===== src/rtl/multicycle_control_fsm.sv =====
// Main control FSM of the multicycle RV32I core: sequences ALU, unified memory port,
// PC, instruction register and register file, one state per cycle.
module multicycle_control_fsm #(
   parameter int STATE_W = 4
) (
   input  logic               clk,
   input  logic               reset_n,
   input  logic [6:0]         opcode,
   input  logic               mem_ready,
   input  logic               branch_cond,
   output logic               mem_read,
   output logic               mem_write,
   output logic               adr_src,
   output logic               ir_write,
   output logic               pc_update,
   output logic               reg_write,
   output logic [1:0]         alu_src_a,
   output logic [1:0]         alu_src_b,
   output logic [1:0]         alu_op,
   output logic [1:0]         result_src,
   output logic               instr_retired,
   output logic               illegal_instr,
   output logic [STATE_W-1:0] state
);

   typedef enum logic [3:0] {
      S_FETCH     = 4'd0,
      S_DECODE    = 4'd1,
      S_MEM_ADR   = 4'd2,
      S_MEM_READ  = 4'd3,
      S_MEM_WB    = 4'd4,
      S_MEM_WRITE = 4'd5,
      S_EXECUTE_R = 4'd6,
      S_EXECUTE_I = 4'd7,
      S_ALU_WB    = 4'd8,
      S_BRANCH    = 4'd9,
      S_JAL       = 4'd10,
      S_JALR      = 4'd11,
      S_LUI       = 4'd12,
      S_AUIPC     = 4'd13,
      S_TRAP      = 4'd14
   } state_t;

   typedef enum logic [1:0] {
      ALU_ADD    = 2'b00,
      ALU_BRANCH = 2'b01,
      ALU_REGOP  = 2'b10
   } alu_op_t;

   typedef struct packed {
      logic       mem_read;
      logic       mem_write;
      logic       adr_src;
      logic       ir_write;
      logic       pc_update;
      logic       reg_write;
      logic [1:0] src_a;
      logic [1:0] src_b;
      alu_op_t    alu_op;
      logic [1:0] result_src;
      logic       retire;
      logic       illegal;
   } ctrl_t;

   localparam logic [6:0] OP_LOAD   = 7'b0000011;
   localparam logic [6:0] OP_STORE  = 7'b0100011;
   localparam logic [6:0] OP_REG    = 7'b0110011;
   localparam logic [6:0] OP_IMM    = 7'b0010011;
   localparam logic [6:0] OP_BRANCH = 7'b1100011;
   localparam logic [6:0] OP_JAL    = 7'b1101111;
   localparam logic [6:0] OP_JALR   = 7'b1100111;
   localparam logic [6:0] OP_LUI    = 7'b0110111;
   localparam logic [6:0] OP_AUIPC  = 7'b0010111;
   localparam logic [6:0] OP_FENCE  = 7'b0001111;

   state_t state_q, state_d;
   ctrl_t  ctrl_q;

   // Ungated Moore controls; input-dependent qualifiers are applied at the outputs.
   function automatic ctrl_t decode_ctrl(input state_t s);
      ctrl_t c;
      c = '0;
      c.alu_op = ALU_ADD;
      case (s)
         S_FETCH: begin
            c.mem_read   = 1'b1;
            c.ir_write   = 1'b1;
            c.pc_update  = 1'b1;
            c.src_b      = 2'b10;
            c.result_src = 2'b10;
         end
         S_DECODE: begin
            c.src_a = 2'b01;
            c.src_b = 2'b01;
         end
         S_MEM_ADR: begin
            c.src_a = 2'b10;
            c.src_b = 2'b01;
         end
         S_MEM_READ: begin
            c.adr_src  = 1'b1;
            c.mem_read = 1'b1;
         end
         S_MEM_WB: begin
            c.result_src = 2'b01;
            c.reg_write  = 1'b1;
            c.retire     = 1'b1;
         end
         S_MEM_WRITE: begin
            c.adr_src   = 1'b1;
            c.mem_write = 1'b1;
            c.retire    = 1'b1;
         end
         S_EXECUTE_R: begin
            c.src_a  = 2'b10;
            c.alu_op = ALU_REGOP;
         end
         S_EXECUTE_I: begin
            c.src_a  = 2'b10;
            c.src_b  = 2'b01;
            c.alu_op = ALU_REGOP;
         end
         S_ALU_WB: begin
            c.reg_write = 1'b1;
            c.retire    = 1'b1;
         end
         S_BRANCH: begin
            c.src_a     = 2'b10;
            c.alu_op    = ALU_BRANCH;
            c.pc_update = 1'b1;
            c.retire    = 1'b1;
         end
         S_JAL: begin
            c.src_a     = 2'b01;
            c.src_b     = 2'b10;
            c.pc_update = 1'b1;
         end
         S_JALR: begin
            c.src_a = 2'b10;
            c.src_b = 2'b01;
         end
         S_LUI: begin
            c.src_a = 2'b11;
            c.src_b = 2'b01;
         end
         S_AUIPC: begin
            c.src_a = 2'b01;
            c.src_b = 2'b01;
         end
         S_TRAP: c.illegal = 1'b1;
         default: c = '0;
      endcase
      return c;
   endfunction

   always_comb begin
      state_d = S_FETCH;
      case (state_q)
         S_FETCH:  state_d = mem_ready ? S_DECODE : S_FETCH;
         S_DECODE: begin
            case (opcode)
               OP_LOAD, OP_STORE: state_d = S_MEM_ADR;
               OP_REG:            state_d = S_EXECUTE_R;
               OP_IMM:            state_d = S_EXECUTE_I;
               OP_BRANCH:         state_d = S_BRANCH;
               OP_JAL:            state_d = S_JAL;
               OP_JALR:           state_d = S_JALR;
               OP_LUI:            state_d = S_LUI;
               OP_AUIPC:          state_d = S_AUIPC;
               OP_FENCE:          state_d = S_FETCH;
               default:           state_d = S_TRAP;
            endcase
         end
         S_MEM_ADR:   state_d = (opcode == OP_LOAD) ? S_MEM_READ : S_MEM_WRITE;
         S_MEM_READ:  state_d = mem_ready ? S_MEM_WB : S_MEM_READ;
         S_MEM_WB:    state_d = S_FETCH;
         S_MEM_WRITE: state_d = mem_ready ? S_FETCH : S_MEM_WRITE;
         S_EXECUTE_R, S_EXECUTE_I, S_JAL, S_LUI, S_AUIPC: state_d = S_ALU_WB;
         S_ALU_WB:    state_d = S_FETCH;
         S_BRANCH:    state_d = S_FETCH;
         S_JALR:      state_d = S_JAL;
         S_TRAP:      state_d = S_TRAP;
         default:     state_d = S_FETCH;
      endcase
   end

   // Controls are registered alongside the state they belong to.
   always_ff @(posedge clk) begin
      if (!reset_n) begin
         state_q <= S_FETCH;
         ctrl_q  <= decode_ctrl(S_FETCH);
      end else begin
         state_q <= state_d;
         ctrl_q  <= decode_ctrl(state_d);
      end
   end

   logic in_fetch, in_branch, in_mem_write, fence_done;
   assign in_fetch     = (state_q == S_FETCH);
   assign in_branch    = (state_q == S_BRANCH);
   assign in_mem_write = (state_q == S_MEM_WRITE);
   assign fence_done   = (state_q == S_DECODE) && (opcode == OP_FENCE);

   assign mem_read   = reset_n & ctrl_q.mem_read;
   assign mem_write  = reset_n & ctrl_q.mem_write;
   assign ir_write   = reset_n & ctrl_q.ir_write & mem_ready;
   assign pc_update  = reset_n & ctrl_q.pc_update &
                       (in_fetch ? mem_ready : (in_branch ? branch_cond : 1'b1));
   assign reg_write  = reset_n & ctrl_q.reg_write;
   assign instr_retired = reset_n &
                          ((ctrl_q.retire & (in_mem_write ? mem_ready : 1'b1)) | fence_done);

   assign adr_src       = ctrl_q.adr_src;
   assign alu_src_a     = ctrl_q.src_a;
   assign alu_src_b     = ctrl_q.src_b;
   assign alu_op        = ctrl_q.alu_op;
   assign result_src    = ctrl_q.result_src;
   assign illegal_instr = ctrl_q.illegal;
   assign state         = STATE_W'(state_q);

endmodule


===== config.mk =====
export PLATFORM = sky130hd
export DESIGN_NAME = multicycle_control_fsm
export DESIGN_NICKNAME = d
export VERILOG_FILES = /design/src/rtl/multicycle_control_fsm.sv
export SDC_FILE = /design/constraint.sdc
export NUM_CORES = 1
export LEC_CHECK = 0
export BUFFER_PORTS_ARGS = -buffer_cell sky130_fd_sc_hd__buf_2
export CAP_MARGIN = 20
export CORE_ASPECT_RATIO = 0.75
export CORE_MARGIN = 2
export CORE_UTILIZATION = 48
export CTS_CLUSTER_SIZE = 16
export DETAILED_ROUTE_END_ITERATION = 12
export PLACE_DENSITY = 0.76
export RECOVER_POWER = 25
export SLEW_MARGIN = 20
export SYNTH_ARGS = -nofsm -noshare
export SYNTH_HDL_FRONTEND = slang
export SYNTH_SLANG_ARGS = --single-unit
export TNS_END_PERCENT = 1

===== constraint.sdc =====
create_clock -name clk -period 1.9 [get_ports clk]
set_input_delay 0.095 -clock clk [delete_from_list [all_inputs] [get_ports clk]]
set_output_delay 0.095 -clock clk [all_outputs]
set_load 0.005 [all_outputs]

==> results.yml, run 1 <==
synthesis:
  synth-compound-area-share: 0.214
  ys_async_sr_fraction: 0
  synth_area_per_cell_um2: 8.41
  ys_ff_latch: 19
  ys_types: 52
  synth_edf_count: 0
  synth_area_mm2: 0.00133
  yosys.area_share.simple: 0.341
  synthMuxAreaShare: 0.00753
  synth_seq_area_share: 0.286
  synth_cells: 158
  synth-adder-area-share: 0
  synth-xor-area-share: 0.0198
  synth_top_family_by_area: "simple AND/OR/NAND/NOR gates"
  ys.flop_type: "dfxtp_1"
  syn_nets: 169
  synth_warnings: 0
pwr:
  p_sw_frac: 0.363
  p_per_area_mw_per_mm2: 830
  p_clk_frac: 0.194
  vdd_drop_max_mv: 0.477
  pwr-share-comb: 0.479
  leakage_nw: 0.753
  p_seq_frac: 0.326
  p_int_uw: 961
  report.power.total_mw: 1.51
  p_switching_uw: 548
routing:
  dr.pass1.iters: 4
  routedWlPerCell_um: 16.8
  drc_errors: 0
  drt-total-wl_um: 3950
  first_iter_violations: 80
  viasPerCell: 5.97
  ant_nets: 0
  num_vias: 1403
min_path:
  hp-class: "in2reg"
clock_network:
  htreeDepth: 1
  cts_sinks: 19
  ctsHoldBuffers: 0
  tritoncts: "done"
  numCtsBuffers: 3
  clk_path_buf_depth: 2
  clkTransAtPathRegs_ns: 0.07
  clk_latency_ns: 0.26
  clockRootBuffer: "clkbuf_8"
final_layout:
  areaGrowthSynthToFinish_pct: 36.8
  layout.nets: 211
  num_antenna_cells: 0
  drive_above_1_share: 0.452
  fin_area_mm2: 0.00182
placement:
  dpl_cell_area_mm2: 0.00154
  place_congestion: 0.963
  post-dp-hpwl_um: 2650
  io_buffers: 30
timing:
  fin_ws_ns: -0.0608
  slew_viol_final: 0
  finalCritPeriodShare: 1.03
  tns_ns: -0.188
  worst_pin_slew_ns: 0.606
  max_freq_ghz: 0.510
  min_period_ns: 1.96
  rsz0062_at_grt: "true"
  hold_violations: 0
  setup_viol: 6
  finClkSkew_ns: 0.00286
  maxSlewHeadroom: 0.591
global_routing:
  grt_pass1_wl_um: 6100
  grt_antenna_before_repair: 0
  grt_overflow: 0
  grt_util_all_layers: 0.242
  grt_max_degree: 18
  grt_pass1_vias: 1281
worst_setup_path:
  endpoint_kind: "flop"
  cp.required_ns: 2.08
  path_cells: "or4_4 > nor4_4 > or3_4 > o211a_4 > buf_4 > nand2_4 > o311ai_4"
  critPathBufInv: 1
  critPathLaunchType: "flop"
  path_max_fanout: 5
  criticalPathCategory: "reg2reg"
  crit_slowest_cell: "or4_4"
  slowest_delay_ns: 0.54
  crit_arrival_ns: 2.14
  cp_top_family: "simple AND/OR/NAND/NOR gates"
run:
  maxCapViolCount: 0
floorplan:
  fp.coreArea_mm2: 0.00262
  initial_core_util: 0.507
  die_h_um: 49.6
  dieArea_mm2: 0.00321
  io_pins: 31
  row_count: 16
  die-width_um: 64.8
status:
  failed_checks: "setup timing"
  status: "finished, violations left"
## final cells by class
class | instances | area [um^2]
Fill cell | 197 | 805
Timing Repair Buffer | 59 | 413
Tap cell | 36 | 45.0
Sequential cell | 19 | 384
Clock buffer | 3 | 41.3
Multi-Input combinational cell | 112 | 908
Clock inverter | 1 | 7.51
Inverter | 5 | 18.8
## final timing paths
check	start	to	slack [ns]	cells past startpoint
max reg2reg	state[0]$_SDFF_PN0_	ctrl_q[15]$_SDFF_PN1_	-0.06	7
min	reset_n	state[1]$_SDFF_PN0_	0.20	3
max	state[0]$_SDFF_PN0_	ctrl_q[15]$_SDFF_PN1_	-0.06	7
min reg2reg	state[2]$_SDFF_PN0_	state[3]$_SDFF_PN0_	0.86	3
## registers in the layout, indices dropped and copies added (netlist names)
register / flops
ctrl_q: 6
state: 4
alu_op: 2
alu_src_a: 2
alu_src_b: 2
adr_src: 1
illegal_instr: 1
result_src: 1
## worst reg2reg max path: cells and delay by family, from the launching register on
kind,cells,cell delay [ns]
flip-flops,1,0.33
AND/OR/NAND/NOR,4,0.99
buffers and inverters,1,0.15
AO/OA/AOI/OAI,2,0.40
## routing by layer
| metal | vias up | routed length [um] | track usage | share of wire |
|---|---|---|---|---|
| met2 | 68 | 1820 | 0.393 | 0.46 |
| li1 | 653 | - | - | - |
| met5 | - | 0 | 0 | 0 |
| met1 | 676 | 1760 | 0.316 | 0.44 |
| met4 | 0 | 40 | 0.0496 | 0.010 |
| met3 | 6 | 326 | 0.0776 | 0.083 |
## power groups by stage
stage | clock, mW | sequential (mW) | combinational (mW)
after floorplan | 0 | 0.489 | 0.422
after CTS | 0.292 | 0.486 | 0.623
final | 0.293 | 0.493 | 0.723
after global routing | 0.314 | 0.498 | 0.773
after detailed placement | 0 | 0.498 | 0.569
after global placement | 0 | 0.494 | 0.550
## synthesized netlist by cell type, drive strengths merged, types with 5 or more instances
| cell type | n | area, um^2 |
|---|---|---|
| buf | 20 | 149 |
| dfxtp | 19 | 380 |
| nand2 | 14 | 60.1 |
| nor2 | 12 | 47.6 |
| nor3 | 9 | 45.0 |
| nor2b | 7 | 53.8 |
| o21ai | 7 | 35.0 |
| and2 | 6 | 37.5 |
| nand3 | 6 | 30.0 |
| inv | 5 | 18.8 |
| o211ai | 5 | 42.5 |
## stage by stage
stage / utilization / hold WS (ns) / worst slack [ns] / std cells
2_1_floorplan: - / 0.379 / 0.0490 / 158
3_3_place_gp: 0.588 / 0.457 / -0.0484 / 222
3_5_place_dp: 0.588 / 0.467 / -0.157 / 222
4_1_cts: 0.639 / 0.204 / -0.0967 / 228
5_1_grt: 0.693 / 0.233 / -0.114 / 235
6_report: 0.693 / 0.196 / -0.0608 / 235
## cell usage in the layout, fill, tap and decap left out, types with 4 or more instances in the layout
| master | n |
|---|---|
| nor3_1 | 9 |
| buf_4 | 25 |
| dfxtp_1 | 16 |
| nor2_1 | 11 |
| nand3_1 | 4 |
| and2_1 | 5 |
| o21ai_0 | 5 |
| buf_2 | 27 |
| nand2_1 | 12 |
| inv_1 | 5 |
| o211ai_1 | 4 |
## cell families (layout without fill, tap and decap cells)
family,after synthesis,count (layout)
AOI/OAI and AO/OA,33,33
muxes,1,1
DFF,19,19
and+or+nand+nor,75,75
xor gates and xnor gates,3,3
buffers and inverters,27,68
## what timing repair did
action	in CTS	in global routing
endpoints found under the setup margin	13	16
cloned	1	0
resized for setup	12	18
pin swaps	5	8
buffers inserted	1	7
(Power assumes the default switching activity.)
==> inputs of run 2 (changes only) <==
Settings changed: CORE_UTILIZATION 48 to 45, PLACE_DENSITY 0.76 to 0.72.
==> run 2 against run 1 <==
Effect of this change: sequential share of layout area up 1.5 points; via count down 6.1%; combinational power down 11%; non-clock buffer count down 7; die area up 6.2%; largest power group unchanged; cell area down 5.9%; critical endpoint is now alu_src_a[0]$_SDFF_PN0_; clock power down 8.9%; hold slack better by 0.050 ns; utilization down 9.8 points; the run still ends with setup timing left; maximum frequency down 1.9%; count of clock-buffer cells in the layout up 1.
==> results.yml, run 2 (synthesized netlist as in run 1, its figures left out) <==
status:
  status: "finished, violations left"
  failed_checks: "setup timing"
timing:
  min_period_ns: 2.00
  maxSlewHeadroom: 0.580
  fin_ws_ns: -0.0997
  hold_violations: 0
  tns_ns: -0.732
  rsz0062_at_grt: "true"
  finalCritPeriodShare: 1.05
  max_freq_ghz: 0.500
  setup_viol: 14
  worst_pin_slew_ns: 0.624
  slew_viol_final: 0
  finClkSkew_ns: 0.00280
final_layout:
  multi_input_area_um2: 868
  final_common_cell: "buf_2"
  num_antenna_cells: 0
  ff_latch_area_um2: 387
  areaGrowthSynthToFinish_pct: 28.7
  drive_above_1_share: 0.406
  largest_reg_flops: 6
  layout.nets: 204
  top_register: "ctrl_q"
  layout_common_cells: "28 x buf_2, 16 x dfxtp_1, 16 x buf_4"
  fin_area_mm2: 0.00171
  fillers: 251
worst_setup_path:
  timing.critical_path.from: "state[0]$_SDFF_PN0_"
  path_cells: "or4_4 > nor4_4 > buf_4 > a32oi_4 > and2_4 > a21oi_1 > a21oi_1"
  endpoint_kind: "flop"
  slowest_delay_ns: 0.52
  criticalPathCategory: "reg2reg"
  worstSetupEndpoint: "alu_src_a[0]$_SDFF_PN0_"
  r2r_cells: 7
  r2r-start: "state[0]$_SDFF_PN0_"
  crit_slowest_cell: "or4_4"
  path_max_fanout: 6
  critPathLaunchType: "flop"
  crit_arrival_ns: 2.13
  r2r_slack_ns: -0.1
  timing.critical_path.mode_cell: "a21oi_1"
  cp.required_ns: 2.03
  r2r_end: "alu_src_a[0]$_SDFF_PN0_"
clock_network:
  htreeDepth: 1
  cts_sinks: 19
  ctsHoldBuffers: 0
  clk_latency_ns: 0.25
  clockRootBuffer: "clkbuf_8"
  tritoncts: "done"
  numCtsBuffers: 3
  clk_path_buf_depth: 2
  clkTransAtPathRegs_ns: 0.07
floorplan:
  initial_core_util: 0.463
  row_count: 17
  die_h_um: 51.1
  die-width_um: 66.7
  fp.coreArea_mm2: 0.00287
  io_pins: 31
  dieArea_mm2: 0.00341
routing:
  routedWlPerCell_um: 15.5
  drc_errors: 0
  num_vias: 1318
  first_iter_violations: 116
  ant_nets: 0
  drt-total-wl_um: 3550
  dr.pass1.iters: 5
  viasPerCell: 5.73
run:
  maxCapViolCount: 0
min_path:
  hp-class: "in2reg"
placement:
  place_congestion: 0.921
  place_ws_ns: -0.129
  post-dp-hpwl_um: 2460
  dpl_cell_area_mm2: 0.00152
  io_buffers: 30
global_routing:
  grt_pass1_vias: 1140
  grt_antenna_before_repair: 0
  grt_overflow: 0
  grt_util_all_layers: 0.213
  grt_pass1_wl_um: 5550
  grt_max_degree: 18
pwr:
  report.power.total_mw: 1.41
  leakage_nw: 0.699
  p_per_area_mw_per_mm2: 824
  vdd_drop_max_mv: 0.638
[run 2: changes by cell type in the layout (fill, tap and decap cells not counted), moves of 2 or more]
cell     change
nand3_2      -2
o21ai_1      +2
buf_4        -9
buf_6        +4
nand3_1      +2
[run 2: per-stage QoR]
stage                     hold slack (ns)   util  instances
after floorplan                     0.379      -        158
after global placement              0.464  0.529        222
after detailed placement            0.464  0.529        222
after CTS                           0.234  0.558        226
after global routing                0.259  0.596        230
final                               0.246  0.596        230
[run 2: metal layers]
metal  global-route usage  share of wire
met1                0.311           0.47
met2                0.318           0.45
met3               0.0374          0.065
met4               0.0646         0.0093
met5                    0              0
[run 2: final cells by class]
class                           count  area share
Clock buffer                        4      0.0263
Multi-Input combinational cell    112       0.508
Timing Repair Buffer               52       0.201
Sequential cell                    19       0.226
Inverter                            5      0.0110
Tap cell                           38      0.0278
[run 2: how the worst min path moves through the flow]
stage | start | endpoint | slack [ns] | cells after the start
floorplan | adr_src$_SDFF_PN0_ | adr_src | 0.38 | 0
global placement | reset_n | state[1]$_SDFF_PN0_ | 0.46 | 3
detailed placement | reset_n | state[1]$_SDFF_PN0_ | 0.46 | 3
CTS | reset_n | ctrl_q[12]$_SDFF_PN1_ | 0.23 | 3
global route | reset_n | ctrl_q[12]$_SDFF_PN1_ | 0.26 | 3
finish | reset_n | ctrl_q[15]$_SDFF_PN1_ | 0.25 | 3
[run 2: report_power, final]
group | internal [mW] | switching (mW)
clock | 0.149 | 0.118
combinational | 0.305 | 0.339
sequential | 0.460 | 0.0382
[run 2: worst max-delay path, delay by kind of cell (launching register included)]
kind	cells	cell delay [ns]
AO/OA/AOI/OAI	3	0.31
buffers and inverters	1	0.18
flip-flops	1	0.34
AND/OR/NAND/NOR	3	1.04
[run 2: repair_timing]
action	4_1_cts	5_1_grt
pin swaps	0	7
gates resized for setup	11	20
setup buffers	0	4
endpoints found under the hold margin	0	0
endpoints found under the setup margin	16	16
